$ cat src/rtl/spi_tx_feeder_if.sv
// Producer write port and SPI-master offer/acceptance signals of spi_tx_feeder.
// The slave modport is the feeder; the master modport is the producer plus the SPI master.
interface spi_tx_feeder_if #(
    parameter int WIDTH = 12,
    parameter int DEPTH = 8
);
    logic                     wr_en;
    logic [WIDTH-1:0]         wr_data;
    logic                     full;
    logic                     empty;
    logic [$clog2(DEPTH):0]   count;
    logic                     overflow;
    logic                     newd;
    logic [WIDTH-1:0]         din;
    logic                     cs;
    logic                     busy;
    logic [15:0]              frames_sent;

    modport master (
        output wr_en, wr_data, cs,
        input  full, empty, count, overflow, newd, din, busy, frames_sent
    );

    modport slave (
        input  wr_en, wr_data, cs,
        output full, empty, count, overflow, newd, din, busy, frames_sent
    );
endinterface

$ cat src/rtl/spi_tx_feeder.sv
// Buffers words in a FIFO and offers them one at a time to the SPI master, with an idle gap between frames.
// Latency: write to newd is 2 clk; a full FIFO drops the write and sets sticky overflow; newd is held until cs falls.
module spi_tx_feeder #(
    parameter int WIDTH      = 12,
    parameter int DEPTH      = 8,
    parameter int GAP_CYCLES = 4
) (
    input logic           clk,
    input logic           rst,
    spi_tx_feeder_if.slave bus
);
    localparam int AW = $clog2(DEPTH);
    localparam int CW = AW + 1;
    localparam int GW = (GAP_CYCLES > 1) ? $clog2(GAP_CYCLES) : 1;
    localparam logic [GW-1:0] GAP_LAST = GW'((GAP_CYCLES > 0) ? GAP_CYCLES - 1 : 0);
    localparam logic [CW-1:0] DEPTH_C  = CW'(DEPTH);

    typedef enum logic [1:0] {IDLE, OFFER, ACTIVE, GAP} state_t;

    state_t           state, state_nxt;
    logic [WIDTH-1:0] mem [DEPTH];
    logic [AW-1:0]    wr_ptr, rd_ptr;
    logic [CW-1:0]    count_q, count_nxt;
    logic             full_q, empty_q, ovf_q;
    logic             cs_q1, cs_s, cs_s_prev;
    logic             cs_fall, cs_rise;
    logic             push, pop;
    logic             newd_q, newd_nxt;
    logic [WIDTH-1:0] din_q, din_nxt;
    logic [15:0]      frames_q, frames_nxt;
    logic [GW-1:0]    gap_q, gap_nxt;

    assign push    = bus.wr_en & ~full_q;
    assign cs_fall = cs_s_prev & ~cs_s;
    assign cs_rise = ~cs_s_prev & cs_s;

    // cs idles high, so the synchronizer resets to 1 to avoid a false edge after reset
    always_ff @(posedge clk) begin
        if (rst) begin
            cs_q1     <= 1'b1;
            cs_s      <= 1'b1;
            cs_s_prev <= 1'b1;
        end else begin
            cs_q1     <= bus.cs;
            cs_s      <= cs_q1;
            cs_s_prev <= cs_s;
        end
    end

    always_comb begin
        count_nxt = count_q;
        case ({push, pop})
            2'b10:   count_nxt = count_q + 1'b1;
            2'b01:   count_nxt = count_q - 1'b1;
            default: count_nxt = count_q;
        endcase
    end

    always_ff @(posedge clk) begin
        if (push) mem[wr_ptr] <= bus.wr_data;
    end

    always_ff @(posedge clk) begin
        if (rst) begin
            wr_ptr  <= '0;
            rd_ptr  <= '0;
            count_q <= '0;
            full_q  <= 1'b0;
            empty_q <= 1'b1;
            ovf_q   <= 1'b0;
        end else begin
            if (push) wr_ptr <= wr_ptr + 1'b1;
            if (pop)  rd_ptr <= rd_ptr + 1'b1;
            count_q <= count_nxt;
            full_q  <= (count_nxt == DEPTH_C);
            empty_q <= (count_nxt == '0);
            if (bus.wr_en && full_q) ovf_q <= 1'b1;
        end
    end

    // The offered word stays in the FIFO until the master takes it (cs falls)
    always_comb begin
        state_nxt  = state;
        newd_nxt   = newd_q;
        din_nxt    = din_q;
        frames_nxt = frames_q;
        gap_nxt    = gap_q;
        pop        = 1'b0;
        case (state)
            IDLE: begin
                if (!empty_q) begin
                    state_nxt = OFFER;
                    newd_nxt  = 1'b1;
                    din_nxt   = mem[rd_ptr];
                end
            end
            OFFER: begin
                if (cs_fall) begin
                    newd_nxt  = 1'b0;
                    pop       = 1'b1;
                    state_nxt = ACTIVE;
                end
            end
            ACTIVE: begin
                if (cs_rise) begin
                    frames_nxt = frames_q + 16'd1;
                    gap_nxt    = '0;
                    state_nxt  = (GAP_CYCLES == 0) ? IDLE : GAP;
                end
            end
            GAP: begin
                if (gap_q == GAP_LAST) state_nxt = IDLE;
                else                   gap_nxt   = gap_q + 1'b1;
            end
            default: state_nxt = IDLE;
        endcase
    end

    always_ff @(posedge clk) begin
        if (rst) begin
            state    <= IDLE;
            newd_q   <= 1'b0;
            din_q    <= '0;
            frames_q <= '0;
            gap_q    <= '0;
        end else begin
            state    <= state_nxt;
            newd_q   <= newd_nxt;
            din_q    <= din_nxt;
            frames_q <= frames_nxt;
            gap_q    <= gap_nxt;
        end
    end

    assign bus.full        = full_q;
    assign bus.empty       = empty_q;
    assign bus.count       = count_q;
    assign bus.overflow    = ovf_q;
    assign bus.newd        = newd_q;
    assign bus.din         = din_q;
    assign bus.busy        = (state != IDLE);
    assign bus.frames_sent = frames_q;
endmodule
$ cat src/flat_wrapper.sv
// flat-port wrapper written by rule: the top's interface ports become plain ports
module spi_tx_feeder_flat 
#(
    parameter int WIDTH      = 12,
    parameter int DEPTH      = 8,
    parameter int GAP_CYCLES = 4
)
  (clk, rst, bus_wr_en, bus_wr_data, bus_cs, bus_full, bus_empty, bus_count, bus_overflow, bus_newd, bus_din, bus_busy, bus_frames_sent);
  spi_tx_feeder_if #(.WIDTH(WIDTH), .DEPTH(DEPTH)) bus_i ();
  input logic clk;
  input logic rst;
  input wire logic [$bits(bus_i.wr_en)-1:0] bus_wr_en;
  input wire logic [$bits(bus_i.wr_data)-1:0] bus_wr_data;
  input wire logic [$bits(bus_i.cs)-1:0] bus_cs;
  output wire logic [$bits(bus_i.full)-1:0] bus_full;
  output wire logic [$bits(bus_i.empty)-1:0] bus_empty;
  output wire logic [$bits(bus_i.count)-1:0] bus_count;
  output wire logic [$bits(bus_i.overflow)-1:0] bus_overflow;
  output wire logic [$bits(bus_i.newd)-1:0] bus_newd;
  output wire logic [$bits(bus_i.din)-1:0] bus_din;
  output wire logic [$bits(bus_i.busy)-1:0] bus_busy;
  output wire logic [$bits(bus_i.frames_sent)-1:0] bus_frames_sent;
  assign bus_i.wr_en = bus_wr_en;
  assign bus_i.wr_data = bus_wr_data;
  assign bus_i.cs = bus_cs;
  assign bus_full = bus_i.full;
  assign bus_empty = bus_i.empty;
  assign bus_count = bus_i.count;
  assign bus_overflow = bus_i.overflow;
  assign bus_newd = bus_i.newd;
  assign bus_din = bus_i.din;
  assign bus_busy = bus_i.busy;
  assign bus_frames_sent = bus_i.frames_sent;
  spi_tx_feeder #(.WIDTH(WIDTH), .DEPTH(DEPTH), .GAP_CYCLES(GAP_CYCLES)) u_core (.clk(clk), .rst(rst), .bus(bus_i));
endmodule
$ cat config.mk
export PLATFORM = sky130hd
export DESIGN_NAME = spi_tx_feeder_flat
export DESIGN_NICKNAME = d
export VERILOG_FILES = /design/src/rtl/spi_tx_feeder_if.sv /design/src/rtl/spi_tx_feeder.sv /design/src/flat_wrapper.sv
export SDC_FILE = /design/constraint.sdc
export NUM_CORES = 1
export LEC_CHECK = 0
export ABC_AREA = 1
export ABC_CLOCK_PERIOD_IN_PS = 2500
export CAP_MARGIN = 30
export CORE_MARGIN = 2
export CORE_UTILIZATION = 41
export DETAILED_ROUTE_END_ITERATION = 10
export GPL_ROUTABILITY_DRIVEN = 0
export PLACE_DENSITY = 0.64
export SLEW_MARGIN = 20
export SYNTH_ARGS = -nofsm -noshare
export SYNTH_HDL_FRONTEND = slang
export SYNTH_SLANG_ARGS = --single-unit
$ cat constraint.sdc
create_clock -name clk -period 2.5 [get_ports clk]
set_clock_uncertainty 0.15 [all_clocks]
set_input_delay 0.5 -clock clk [delete_from_list [all_inputs] [get_ports clk]]
set_output_delay 0.5 -clock clk [all_outputs]
set_load 0.005 [all_outputs]
After elaboration in Yosys (flattened, before gate mapping)
Memory sizes are Yosys's and may differ from the RTL's. A register that Yosys moved wholly into a read port is not among the register bits.
Index checks and enable logic that the tools add are counted.
Widths: inputs -> output; s select.
- bits of input ports: 16
- register bits: 37
- memories: 1
- word-level logic and storage cells: 66
- output and inout port bits: 37
- memory bits (writable): 96
- memories (name ; words ; bits a word ; read ports ; clocked after Yosys merged registers in ; wr ports ; line ; RTL):
    u_core.mem ; 8 ; 12 ; 1 ; 1 ; 1 ; spi_tx_feeder.sv:21 ; logic [WIDTH-1:0] mem [DEPTH];
- eq/ne operators: 12
- add/subtract/negate cells: 6
- bitwise operators: 7
- mux-type cells: 16
- reduce and logical (&&, ||, !) cells: 11
- operator list (kind ; count):
    $add 16x1->16 const B ; 1
    $mux 2 ; 6
    $eq 2x2->1 const B ; 4
    $pmux 2 s4 ; 1
    $pmux 4 s2 ; 1
    $add 3x1->3 const B ; 2
    $mux 1 ; 6
    $ne 2x1->1 const B ; 3
    $reduce_and 3->1 ; 2
    $reduce_bool 2->1 ; 3
    $add 4x1->4 const B ; 1
    $eq 2x1->1 const B ; 2
    $eq 4x4->1 const B ; 1
    $logic_not 4->1 ; 1
    $ne 2x2->1 const B ; 2
    $not 1->1 ; 4
    $pmux 2 s2 ; 1
    $reduce_and 2->1 ; 2
    $reduce_and 4->1 ; 1
    $sub 4x1->4 const B ; 1
    $and 1x1->1 ; 3
    $add 2x1->2 const B ; 1
    $logic_not 2->1 ; 1
    $pmux 1 s2 ; 1
    $logic_and 1x1->1 ; 1

Logic depth before layout (Yosys ltp)
- word-level depth: 7
- depth in mapped cells: 15
- gate-level depth less buffers: 15

Worst setup path after synthesis
Ideal clock, no wire load.
- kind: input to register
- start: input bus_wr_en
- end: register u_core.empty_q, in the netlist u_core.bus.empty
- path slack: 562 ps
- cell stages on the path: 11
- library setup time: 70 ps
- arrival time: 1718 ps
- data required time: 2280 ps
- path buffers: 0
- cell sequence: nand2_2 > nand4_1 > nand2_1 > inv_1 > ha_1 > o21ai_0 > and2_1 > nand3_1 > nand2_1 > inv_1 > a21oi_1
- longest elaborated chain between the ends: 4
- elaborated cells on any way between the ends: 5
- classes of those cells: eq/ne (2); mux (1); bitwise (1); reduce/logical (1)
- RTL lines (item ; line ; RTL):
    from (decl) ; flat_wrapper.sv:12 ; input wire logic [$bits(bus_i.wr_en)-1:0] bus_wr_en;
    $and 1x1->1 (*) ; spi_tx_feeder.sv:33 ; assign push = bus.wr_en & ~full_q;
    $eq 2x1->1 or $eq 2x2->1 (tied branches) ; spi_tx_feeder.sv:52 ; case ({push, pop})
    $pmux 4 s2 (*) ; spi_tx_feeder.sv:52 ;
    $logic_not 4->1 (*) ; spi_tx_feeder.sv:76 ; empty_q <= (count_nxt == '0);
    to (signal assigned) ; spi_tx_feeder.sv:76 ;
    to (decl) ; spi_tx_feeder.sv:24 ; logic full_q, empty_q, ovf_q;
Mark *: on every way between the ends. The rest lies on a longest branch, timed or not.
A chain may end at the register's enable or synchronous reset.

Worst setup path after layout
- start: register u_core.state[0]
- end: output bus_busy
- longest elaborated chain between the ends: 1
- RTL lines (item ; line ; RTL):
    from (decl) ; spi_tx_feeder.sv:20 ; state_t state, state_nxt;
    from (signal assigned) ; spi_tx_feeder.sv:127 ; state <= state_nxt;
    $reduce_bool 2->1 ; spi_tx_feeder.sv:141 ; assign bus.busy = (state != IDLE);
    to (decl) ; flat_wrapper.sv:21 ; output wire logic [$bits(bus_i.busy)-1:0] bus_busy;
Every way passes these cells.

==> impl_results.md <==
* CP max FO at 3
* Routed Antenna Nets at 0
* Worst rel slew slack at 68.82%
* Final setup viols at 0
* Final period utilization at 93.00%
* CTS buffer count at 17
* Row cnt at 43
* Post_cts resized at 0
* Placed inst area at 6710 um2
* Slew at the pin closest to its max-slew limit at 467.7 ps
* Post-placement setup slack at -126.2 ps
* Vias in the first global route at 3,881
* Synth Flop Type: edfxtp_1
* Post-route DRC at 0
* Die H at 123.2 um
* Synth area leader: edfxtp_1
* Distinct cells, synth at 34
* Vias per inst at 5.247
* N_diodes at 0
* Syn nets at 555
* RSZ-0062 raised after global routing: false
* CTS Buffer Depth at 2
* Power density cells at 833.7 nW/um2
* Setup crit start kind: register
* Slowest cell on crit path: clkdlybuf4s50_1
* Layout cells sized above 1 at 10.51%
* Crit-path most repeated cell: inv_1
* Initial antenna violation count at 0
* Worst Setup End Kind: output pin
* Total number of vias at 4,140
* Post-synth EDFFs at 96
* Max-slew violations at 0
* Port bufs at 52
* Worst vdd ir at 0.5546 mV
* Area grow syn2layout at 24.30%
* Post-DP HPWL at 8049 um
* Final worst slack at 174.9 ps
* Synth Instances at 529
* Gr ovfl total at 0
* Number of iterations in the first detailed-routing pass at 5
* R2R Setup Slk at 200 ps
* Synth top area cells: edfxtp_1 (50%), dfxtp_1 (17%), o21ai_0 (7.2%), nor2_1 (4.8%), a21oi_1 (3.1%)
* Clock Pin Slew Worst Setup and Hold Paths at 50 ps
* Die ar. at 15,170 um2
* Worst hold path class: register to register
* Final Util at 52.15%
* Root Buffer: clkbuf_16
* Max-cap viol count at 0
* Core box area at 13,880 um2
* Most common cell after layout, fill and taps aside: edfxtp_1
* Worst-Skew Late Latency at 420 ps
* Area of the multi-input gates at 1709 um2
* Routed WL at 12,530 um
* Largest net degree at the start of global routing at 50
* Fin Setup TNS at 0 ps
* Most frequent cells in the layout: edfxtp_1 (96), o21ai_0 (84), nor2_1 (75)
* Nets at 622
* Clock Sink Count at 145
* # IOs at 53
* Asr flop ratio synth at 0%
* Hold Buf Count CTS at 0
* Yosys warns at 0
* Yosys top cell area share at 49.51%
* CTS tree: yes
* Maximum clock rate at 430.1 MHz
* GRT Total Usage at 17.65%
* Min Tclk post-route at 2325 ps
* Drt wl/cell at 15.87 um
* Syn Area/Cell at 11.01 um2
* Die width at 123.2 um
* Worst path max stage delay at 500 ps
* Postcts setup bufs at 0
* Final Hold Fails at 0
* Yosys reg bits at 145
* CP required at 1850 ps
* Lkg Pwr at 2.610 nW
* WS Path Type: register to output pin
* Status: completed
* Starting Density at 41.95%
* DRT iter0 DRCs at 264
* Post-synthesis sequential area ratio at 66.35%
* CP arrival at 1680 ps
* Crit-path cells: inv_1 > ha_1 > inv_1 > clkdlybuf4s50_1
* Register area at 3864 um2
* Design Area, Final at 7238 um2
* Mapped cell area at 5823 um2
* H-tree Lvls at 4
* First-pass GRT wire length at 19,740 um
* Number of fillers in the final layout at 1,215
-- critical path, delay by kind of cell, from the launching register on --
| family | cells | cell delay [ps] |
|---|---|---|
| DFF | 1 | 360 |
| adders and majority gates | 1 | 230 |
| buffers and inverters | 3 | 670 |
-- synth_stat cells, types with 3 or more instances --
cell type / count
a211oi_1: 5
a21oi_1: 36
clkbuf_1: 21
dfxtp_1: 49
edfxtp_1: 96
ha_1: 10
inv_1: 40
nand2_1: 36
nand3_1: 14
nand3_2: 7
nor2_1: 75
nor3_1: 3
o21ai_0: 84
o21ai_1: 3
o221ai_1: 12
o22ai_1: 12
xor2_1: 3
-- kinds of logic (layout without fill, tap and decap cells) --
| logic type | count (synthesis) | in the layout | share of synthesized area (%) |
|---|---|---|---|
| buffers and inverters | 66 | 146 | 4.297 |
| AND/OR/NAND/NOR | 148 | 148 | 11.75 |
| AO/OA/AOI/OAI | 156 | 156 | 14.85 |
| flip-flops | 145 | 145 | 66.35 |
| adder cells (fa/ha/maj) | 10 | 10 | 2.149 |
| XOR/XNOR | 4 | 4 | 0.6017 |
-- registers in the layout, indices dropped and copies added (netlist names) --
signal,flops
u_core.bus.count,4
u_core.bus.din,12
u_core.bus.empty,1
u_core.bus.frames_sent,16
u_core.bus.full,1
u_core.bus.newd,1
u_core.bus.overflow,1
u_core.cs_q1,1
u_core.cs_s,1
u_core.cs_s_prev,1
u_core.gap_q,2
u_core.mem,96
u_core.rd_ptr,3
u_core.state,2
u_core.wr_ptr,3
-- layout make-up --
cell class              instances  share of cell area (%)
clock buffers                  18                   5.929
clock inverters                14                   1.366
inverters                      43                   2.230
multi-input cells             318                   23.61
flip-flops and latches        145                   53.38
well taps                     180                   3.111
repair buffers                 71                   10.37
-- report_power, final --
part	internal, mW	leakage, nW	switching, mW
clock network	1.34	0.259	0.918
registers	2.74	1.27	0.108
logic	0.429	1.08	0.499
total	4.51	2.61	1.52
-- worst paths after layout --
check | start | to | cells past startpoint
worst max-delay path | u_core.state[0] | bus_busy | 4
worst min-delay path | u_core.cs_q1 | u_core.cs_s | 1
worst max register to register | u_core.state[1] | u_core.bus.empty | 11
worst min register to register | u_core.cs_q1 | u_core.cs_s | 1
-- routing by layer --
layer	share of wire [%]	up-vias	GRT usage [%]	wire, um
met5	0	-	0	0
met4	1.7	0	7.386	218
met3	4.7	20	4.889	583
met2	48	96	28.78	5959
met1	46	1999	22.11	5764
li1	-	2025	-	-
-- per-stage QoR --
stage,instances,hold WS [ps],total power [mW]
after floorplan,529,239.5,3.358
after global placement,757,252.3,3.790
after detailed placement,757,265.4,3.828
after CTS,789,295.4,6.090
after global routing,789,300.5,6.319
final,789,289.5,6.034
Note: power is estimated with default switching activity, not from simulation.
